<file path="src/rtl/crack_scheduler.sv">
// crack_scheduler: splits the first-character index space into slices,
// hands them to idle PEs, stops all PEs on the first match and reports
// the winner, or flags exhaustion once every slice has retired.

// One PE slot: busy bit, registered dispatch pulse and held slice bounds.
module crack_lane (
    input  logic       clk_i,
    input  logic       rst_i,      // active-low async
    input  logic       clr_i,      // job start: forget previous busy state
    input  logic       disp_i,     // dispatch this slot this cycle
    input  logic       retire_i,   // qualified pe_done for this slot
    input  logic [5:0] from_i,
    input  logic [5:0] to_i,
    output logic       busy_o,
    output logic       start_o,
    output logic [5:0] from_o,
    output logic [5:0] to_o
);
    logic       busy_q, start_q;
    logic [5:0] from_q, to_q;

    // Busy bit set on dispatch, cleared on retire; bounds held until next dispatch.
    always_ff @(posedge clk_i or negedge rst_i) begin
        if (!rst_i) begin
            busy_q  <= 1'b0;
            start_q <= 1'b0;
            from_q  <= '0;
            to_q    <= '0;
        end else begin
            start_q <= disp_i;
            if (clr_i)         busy_q <= 1'b0;
            else if (disp_i)   busy_q <= 1'b1;
            else if (retire_i) busy_q <= 1'b0;
            if (disp_i) begin
                from_q <= from_i;
                to_q   <= to_i;
            end
        end
    end

    assign busy_o  = busy_q;
    assign start_o = start_q;
    assign from_o  = from_q;
    assign to_o    = to_q;
endmodule

module crack_scheduler #(
    parameter int NUM_PE  = 9,
    parameter int CHARSET = 36,
    parameter int SLICE   = 4,
    parameter int PWD_W   = 32
) (
    input  logic                      clk_i,
    input  logic                      rst_i,      // active-low async
    input  logic                      start_i,
    input  logic [PWD_W-1:0]          password_to_crack_i,
    output logic [PWD_W-1:0]          pe_target_o,
    output logic [NUM_PE-1:0]         pe_start_o,
    output logic [6*NUM_PE-1:0]       pe_from_o,
    output logic [6*NUM_PE-1:0]       pe_to_o,
    output logic                      pe_abort_o,
    input  logic [NUM_PE-1:0]         pe_found_i,
    input  logic [NUM_PE-1:0]         pe_done_i,
    input  logic [PWD_W*NUM_PE-1:0]   pe_guess_i,
    output logic                      busy_o,
    output logic                      found_o,
    output logic                      done_o,
    output logic [PWD_W-1:0]          cracked_o,
    output logic [3:0]                winner_pe_o,
    output logic [20:0]               cycle_count_o
);
    localparam int NSLICE = (CHARSET + SLICE - 1) / SLICE;

    typedef enum logic [1:0] {IDLE, RUN, FOUND, EXHAUSTED} state_t;
    typedef struct packed {
        logic [5:0] from;
        logic [5:0] to;
    } slice_t;

    state_t                        state_q, state_d;
    logic [6:0]                    ns_q, ns_d;
    logic [PWD_W-1:0]              target_q, target_d;
    logic                          found_q, found_d, done_q, done_d;
    logic [PWD_W-1:0]              cracked_q, cracked_d;
    logic [3:0]                    winner_q, winner_d;
    logic [20:0]                   cnt_q, cnt_d;
    logic                          abort_q, abort_d;

    logic [NUM_PE-1:0][PWD_W-1:0]  guess_a;
    logic [NUM_PE-1:0][5:0]        from_a, to_a;
    logic [NUM_PE-1:0]             busy_v, start_v, disp_v, retire_v;
    logic [NUM_PE-1:0]             hit_v, free_oh;
    logic                          clr;
    logic [3:0]                    win_idx;
    logic [PWD_W-1:0]              win_guess;
    logic [12:0]                   base, last;
    slice_t                        nxt;

    assign guess_a = pe_guess_i;

    // Bounds of the slice that would go out this cycle, clipped to the charset.
    always_comb begin
        base     = 13'(ns_q) * 13'(SLICE);
        last     = base + 13'(SLICE - 1);
        if (last > 13'(CHARSET - 1)) last = 13'(CHARSET - 1);
        nxt.from = base[5:0];
        nxt.to   = last[5:0];
    end

    // Lowest-index match among busy PEs and lowest-index idle PE.
    always_comb begin
        hit_v     = pe_found_i & busy_v;
        win_idx   = '0;
        win_guess = '0;
        free_oh   = '0;
        for (int i = NUM_PE - 1; i >= 0; i--) begin
            if (hit_v[i]) begin
                win_idx   = 4'(i);
                win_guess = guess_a[i];
            end
            if (!busy_v[i]) begin
                free_oh    = '0;
                free_oh[i] = 1'b1;
            end
        end
    end

    // Next-state, job setup, dispatch, match and exhaustion decisions.
    always_comb begin
        state_d   = state_q;
        ns_d      = ns_q;
        target_d  = target_q;
        found_d   = found_q;
        done_d    = done_q;
        cracked_d = cracked_q;
        winner_d  = winner_q;
        cnt_d     = cnt_q;
        abort_d   = 1'b0;
        clr       = 1'b0;
        disp_v    = '0;
        retire_v  = '0;
        case (state_q)
            RUN: begin
                if (cnt_q != '1) cnt_d = cnt_q + 21'd1;
                if (|hit_v) begin
                    // Match wins over any retire or dispatch this cycle.
                    cracked_d = win_guess;
                    winner_d  = win_idx;
                    found_d   = 1'b1;
                    done_d    = 1'b1;
                    abort_d   = 1'b1;
                    state_d   = FOUND;
                end else begin
                    retire_v = pe_done_i & busy_v;
                    if (ns_q == 7'(NSLICE) && busy_v == '0) begin
                        done_d  = 1'b1;
                        state_d = EXHAUSTED;
                    end else if (ns_q < 7'(NSLICE) && |free_oh) begin
                        disp_v = free_oh;
                        ns_d   = ns_q + 7'd1;
                    end
                end
            end
            default: begin
                if (start_i) begin
                    clr       = 1'b1;
                    target_d  = password_to_crack_i;
                    found_d   = 1'b0;
                    done_d    = 1'b0;
                    cracked_d = '0;
                    winner_d  = '0;
                    cnt_d     = '0;
                    ns_d      = '0;
                    state_d   = RUN;
                end
            end
        endcase
    end

    // Scheduler state registers.
    always_ff @(posedge clk_i or negedge rst_i) begin
        if (!rst_i) begin
            state_q   <= IDLE;
            ns_q      <= '0;
            target_q  <= '0;
            found_q   <= 1'b0;
            done_q    <= 1'b0;
            cracked_q <= '0;
            winner_q  <= '0;
            cnt_q     <= '0;
            abort_q   <= 1'b0;
        end else begin
            state_q   <= state_d;
            ns_q      <= ns_d;
            target_q  <= target_d;
            found_q   <= found_d;
            done_q    <= done_d;
            cracked_q <= cracked_d;
            winner_q  <= winner_d;
            cnt_q     <= cnt_d;
            abort_q   <= abort_d;
        end
    end

    for (genvar g = 0; g < NUM_PE; g++) begin : g_lane
        crack_lane u_lane (
            .clk_i    (clk_i),
            .rst_i    (rst_i),
            .clr_i    (clr),
            .disp_i   (disp_v[g]),
            .retire_i (retire_v[g]),
            .from_i   (nxt.from),
            .to_i     (nxt.to),
            .busy_o   (busy_v[g]),
            .start_o  (start_v[g]),
            .from_o   (from_a[g]),
            .to_o     (to_a[g])
        );
    end

    assign pe_target_o   = target_q;
    assign pe_start_o    = start_v;
    assign pe_from_o     = from_a;
    assign pe_to_o       = to_a;
    assign pe_abort_o    = abort_q;
    assign busy_o        = (state_q == RUN);
    assign found_o       = found_q;
    assign done_o        = done_q;
    assign cracked_o     = cracked_q;
    assign winner_pe_o   = winner_q;
    assign cycle_count_o = cnt_q;
endmodule

</file>
<file path="config.mk">
export PLATFORM = sky130hd
export DESIGN_NAME = crack_scheduler
export DESIGN_NICKNAME = d
export VERILOG_FILES = /design/src/rtl/crack_scheduler.sv
export SDC_FILE = /design/constraint.sdc
export NUM_CORES = 1
export LEC_CHECK = 0
export ABC_AREA = 0
export BUFFER_PORTS_ARGS = -buffer_cell sky130_fd_sc_hd__buf_2
export CORE_AREA = 2 2 217 219
export CTS_BUF_LIST = sky130_fd_sc_hd__clkbuf_8
export CTS_CLUSTER_DIAMETER = 40
export CTS_CLUSTER_SIZE = 24
export DETAILED_ROUTE_END_ITERATION = 8
export DIE_AREA = 0 0 219 221
export SYNTH_ARGS = -nofsm -noshare
export SYNTH_HDL_FRONTEND = slang
export SYNTH_SLANG_ARGS = --single-unit
</file>
<file path="constraint.sdc">
create_clock -name clk_i -period 3.9 [get_ports clk_i]
set_input_delay 0.195 -clock clk_i [delete_from_list [all_inputs] [get_ports clk_i]]
set_output_delay 0.195 -clock clk_i [all_outputs]
set_load 0.05 [all_outputs]
</file>
==> metrics.cfg <==
[layout]
fillers = 4857
layout.cells.most_common_list = sky130_fd_sc_hd__buf_2 (531), sky130_fd_sc_hd__dfrtp_1 (199), sky130_fd_sc_hd__nand2_1 (143)
area_delta_synth_final_pct = 44.8
total_number_of_nets_in_the_final_design = 1993
mostFrequentLayoutCell = sky130_fd_sc_hd__buf_2
drive_gt1_frac = 0.416
finish.instance_area_um2 = 15300

[worst_setup_path]
criticalPathCategory = flip-flop to flip-flop
worst-r2r-setup-slack_ns = 0.55
setup.worst_path.start_class = flip-flop
setup.worst_path.end_class = flip-flop
cp.buffers_inverters = 5
arrival_ns = 3.82
cp.required_ns = 4.38
timing.critical_path.cells = buf_4 -> nand2_1 -> buf_4 -> nand3_1 -> buf_4 -> o22ai_1 -> dlygate4sd3_1 -> o31ai_1 -> dlygate4sd3_1
worst_path_dominant_cell_family = buffers and inverters
critical_path.most_common_cell = sky130_fd_sc_hd__buf_4
worstPathMaxFanout = 36
crit_path_top_delay_cell = sky130_fd_sc_hd__dlygate4sd3_1
cpPeakStageDelay_ns = 0.64

[logic_synthesis]
ys_seq_area_frac = 0.471
synth_warnings = 0
avgSynthCellArea_um2 = 9.89
synthesized_netlist_cell_count = 1068
area_of_the_mapped_netlist_um2 = 10600
synth.ff_latch_count = 199
yosysUniqueCellTypes = 56
postSynth.asyncResetShare = 1.00
synth_top_flop_cell = sky130_fd_sc_hd__dfrtp_1
synth_enable_flop_cells = 0

[timing]
setup_violations = 0
post-route-period-util = 0.858
slew_headroom = 0.242
timing_hold_violations_final = 0
fmaxAchievable_mhz = 299
rsz_0062_raised_after_global_routing = false
slew_viol_final = 0
period_needed_ns = 3.35
worst_slew_pin_slew_ns = 1.14
setup_total_negative_slack_ns = 0
timing.clock.skew_ns = 0.0307

[drt]
routed-wl-met3_um = 5090
met1Wirelength_um = 21000
detail_route.vias_per_cell = 5.18
drt_pass1_iterations = 5
wire_per_inst_um = 23.2
post-route-drc-count = 0
met2RoutedLength_um = 24800
top_layer_used = met5
via_count = 11800
drt.antenna.violating_nets = 0
finalWirelength_um = 53000
drt-initial-drc-count = 1008

[grt]
largest_net_degree_at_the_start_of_global_routing = 97
grt-ovfl-total = 0
first_global_vias = 11800
grt_util_all_layers = 0.214
global_route_wire_length_before_repair_um = 76600
antenna_violations_before_repair = 26

[clocking]
tritoncts_clock_tree = built
hold_bufs_inserted_after_cts = 114
cts.clk_slew.worst_paths_ns = 0.13
cts_sinks = 199
clk_path_buf_depth = 2
postCtsSetupBuffers = 0
htree_levels = 4
cts_repair_resize_count = 0
cts-root-buf = sky130_fd_sc_hd__clkbuf_8
clock_insertion_delay_worst_skew_ns = 0.58
numCtsBuffers = 17

[floorplanning]
core_area_um2 = 46100
die_h_um = 221
io_pins = 551
die_w_um = 219
floorplan.initialDensity = 0.229
floorplan.die_area_um2 = 48400
row_count = 79

[pwr]
power_switching_share = 0.516
cell_internal_pwr_uw = 4580
combPwrFrac = 0.538
switchingPower_uw = 4880
pwr-share-seq = 0.305
power_leakage_uw = 0.00773
worst_ir_drop_vdd_mv = 0.488
clkPwrFrac = 0.157
power-per-cell-area_nw_per_um2 = 618

[placement]
global_placer_s_final_weighted_congestion = 0.957
place_hpwl_um = 37700
placedInstanceArea_um2 = 13700
port-buffer-count = 532

[job]
max_cap_viol_count = 0

[outcome]
outcome = completed

[min_path]
hold_path.class = input pin to flip-flop

==> layout make-up <==
type                    count  area, um^2  share of cell area
clock inverters            14         185              0.0121
flip-flops and latches    199        4980               0.325
repair buffers            675        4040               0.264
inverters                   9        33.8             0.00221
multi-input cells         746        5010               0.327
clock buffers              18         248              0.0162
well taps                 607         759              0.0496
diodes                     17        42.5             0.00278
==> state kept, by name, indices dropped and copies added (netlist names) <==
signal                 cells
g_lane.u_lane.start_o      9
cycle_count_o             21
g_lane.u_lane.from_o      36
g_lane.u_lane.to_o        45
cracked_o                 32
state_q                    2
pe_target_o               32
pe_abort_o                 1
found_o                    1
g_lane.u_lane.busy_o       9
ns_q                       7
winner_pe_o                4
==> kinds of logic after synthesis <==
family | after synthesis | share of synthesized area
and+or+nand+nor | 359 | 0.168
AOI/OAI and AO/OA | 285 | 0.208
DFF | 199 | 0.471
buffers and inverters | 140 | 0.0636
muxes | 79 | 0.0835
adders and majority gates | 4 | 0.00474
other | 1 | 0.000355
xor gates and xnor gates | 1 | 0.000829
==> Yosys cell counts (3+ instances only) <==
cell | count | area (um^2)
sky130_fd_sc_hd__a21o_1 | 3 | 22.5
sky130_fd_sc_hd__a21oi_1 | 39 | 195
sky130_fd_sc_hd__a221oi_1 | 32 | 280
sky130_fd_sc_hd__a22o_1 | 6 | 52.6
sky130_fd_sc_hd__a31o_2 | 6 | 52.6
sky130_fd_sc_hd__a31oi_1 | 5 | 31.3
sky130_fd_sc_hd__and2_1 | 14 | 87.6
sky130_fd_sc_hd__and3_1 | 3 | 18.8
sky130_fd_sc_hd__buf_1 | 7 | 26.3
sky130_fd_sc_hd__buf_2 | 3 | 15.0
sky130_fd_sc_hd__buf_4 | 38 | 285
sky130_fd_sc_hd__clkbuf_1 | 83 | 312
sky130_fd_sc_hd__dfrtp_1 | 199 | 4980
sky130_fd_sc_hd__ha_1 | 4 | 50.1
sky130_fd_sc_hd__inv_1 | 8 | 30.0
sky130_fd_sc_hd__mux2_2 | 72 | 811
sky130_fd_sc_hd__mux2i_1 | 6 | 60.1
sky130_fd_sc_hd__nand2_1 | 145 | 544
sky130_fd_sc_hd__nand2b_1 | 7 | 43.8
sky130_fd_sc_hd__nand3_1 | 84 | 420
sky130_fd_sc_hd__nand4_1 | 7 | 43.8
sky130_fd_sc_hd__nor2_1 | 50 | 188
sky130_fd_sc_hd__nor3_1 | 9 | 45.0
sky130_fd_sc_hd__nor4_1 | 11 | 68.8
sky130_fd_sc_hd__nor4_4 | 5 | 106
sky130_fd_sc_hd__o211ai_1 | 4 | 30.0
sky130_fd_sc_hd__o21ai_0 | 11 | 55.1
sky130_fd_sc_hd__o221ai_1 | 32 | 280
sky130_fd_sc_hd__o22ai_1 | 31 | 194
sky130_fd_sc_hd__o2bb2ai_1 | 32 | 280
sky130_fd_sc_hd__o311a_1 | 31 | 310
sky130_fd_sc_hd__o31ai_1 | 38 | 285
sky130_fd_sc_hd__o41ai_1 | 3 | 26.3
sky130_fd_sc_hd__or2_2 | 7 | 43.8
sky130_fd_sc_hd__or4_1 | 5 | 37.5
==> through the flow <==
step	hold slack, ns	worst slack [ns]	cells	util	power (uW)
finish	0.0641	0.553	2285	0.332	9460
detailed placement	0.354	0.696	2122	0.297	7750
global route	0.0251	0.498	2281	0.332	9950
global placement	0.342	0.757	2122	0.297	7700
floorplan	-0.101	0.875	1085	-	6290
CTS	0.000983	0.669	2268	0.331	9510
==> worst min-delay path, stage by stage <==
cell                      delay [ns]
sky130_fd_sc_hd__buf_2          0.10
sky130_fd_sc_hd__nor2_1         0.10
sky130_fd_sc_hd__o311a_1        0.16
sky130_fd_sc_hd__o31ai_1        0.07
==> metal layers <==
layer	GRT usage	vias up
met5	0	-
met4	0.0972	10
met3	0.0730	125
met2	0.340	724
met1	0.260	5818
li1	-	5155
==> power by group through the flow <==
stage	logic (uW)	clock network, uW	registers (uW)
floorplan	1890	0	4400
global placement	4800	0	2900
detailed placement	4840	0	2920
CTS	5070	1560	2880
global route	5370	1630	2950
finish	5090	1490	2880
==> final timing paths <==
path	cells after the start	endpoint	start
max	9	cracked_o[21]	g_lane[0].u_lane.busy_o
min	4	cracked_o[16]	pe_guess_i[208]
max reg2reg	9	cracked_o[21]	g_lane[0].u_lane.busy_o
min reg2reg	2	pe_target_o[7]	pe_target_o[7]
max in group asynchronous	3	g_lane[8].u_lane.to_o[3]	rst_i
min in group asynchronous	2	g_lane[0].u_lane.from_o[4]	rst_i
(Power assumes the default switching activity.)
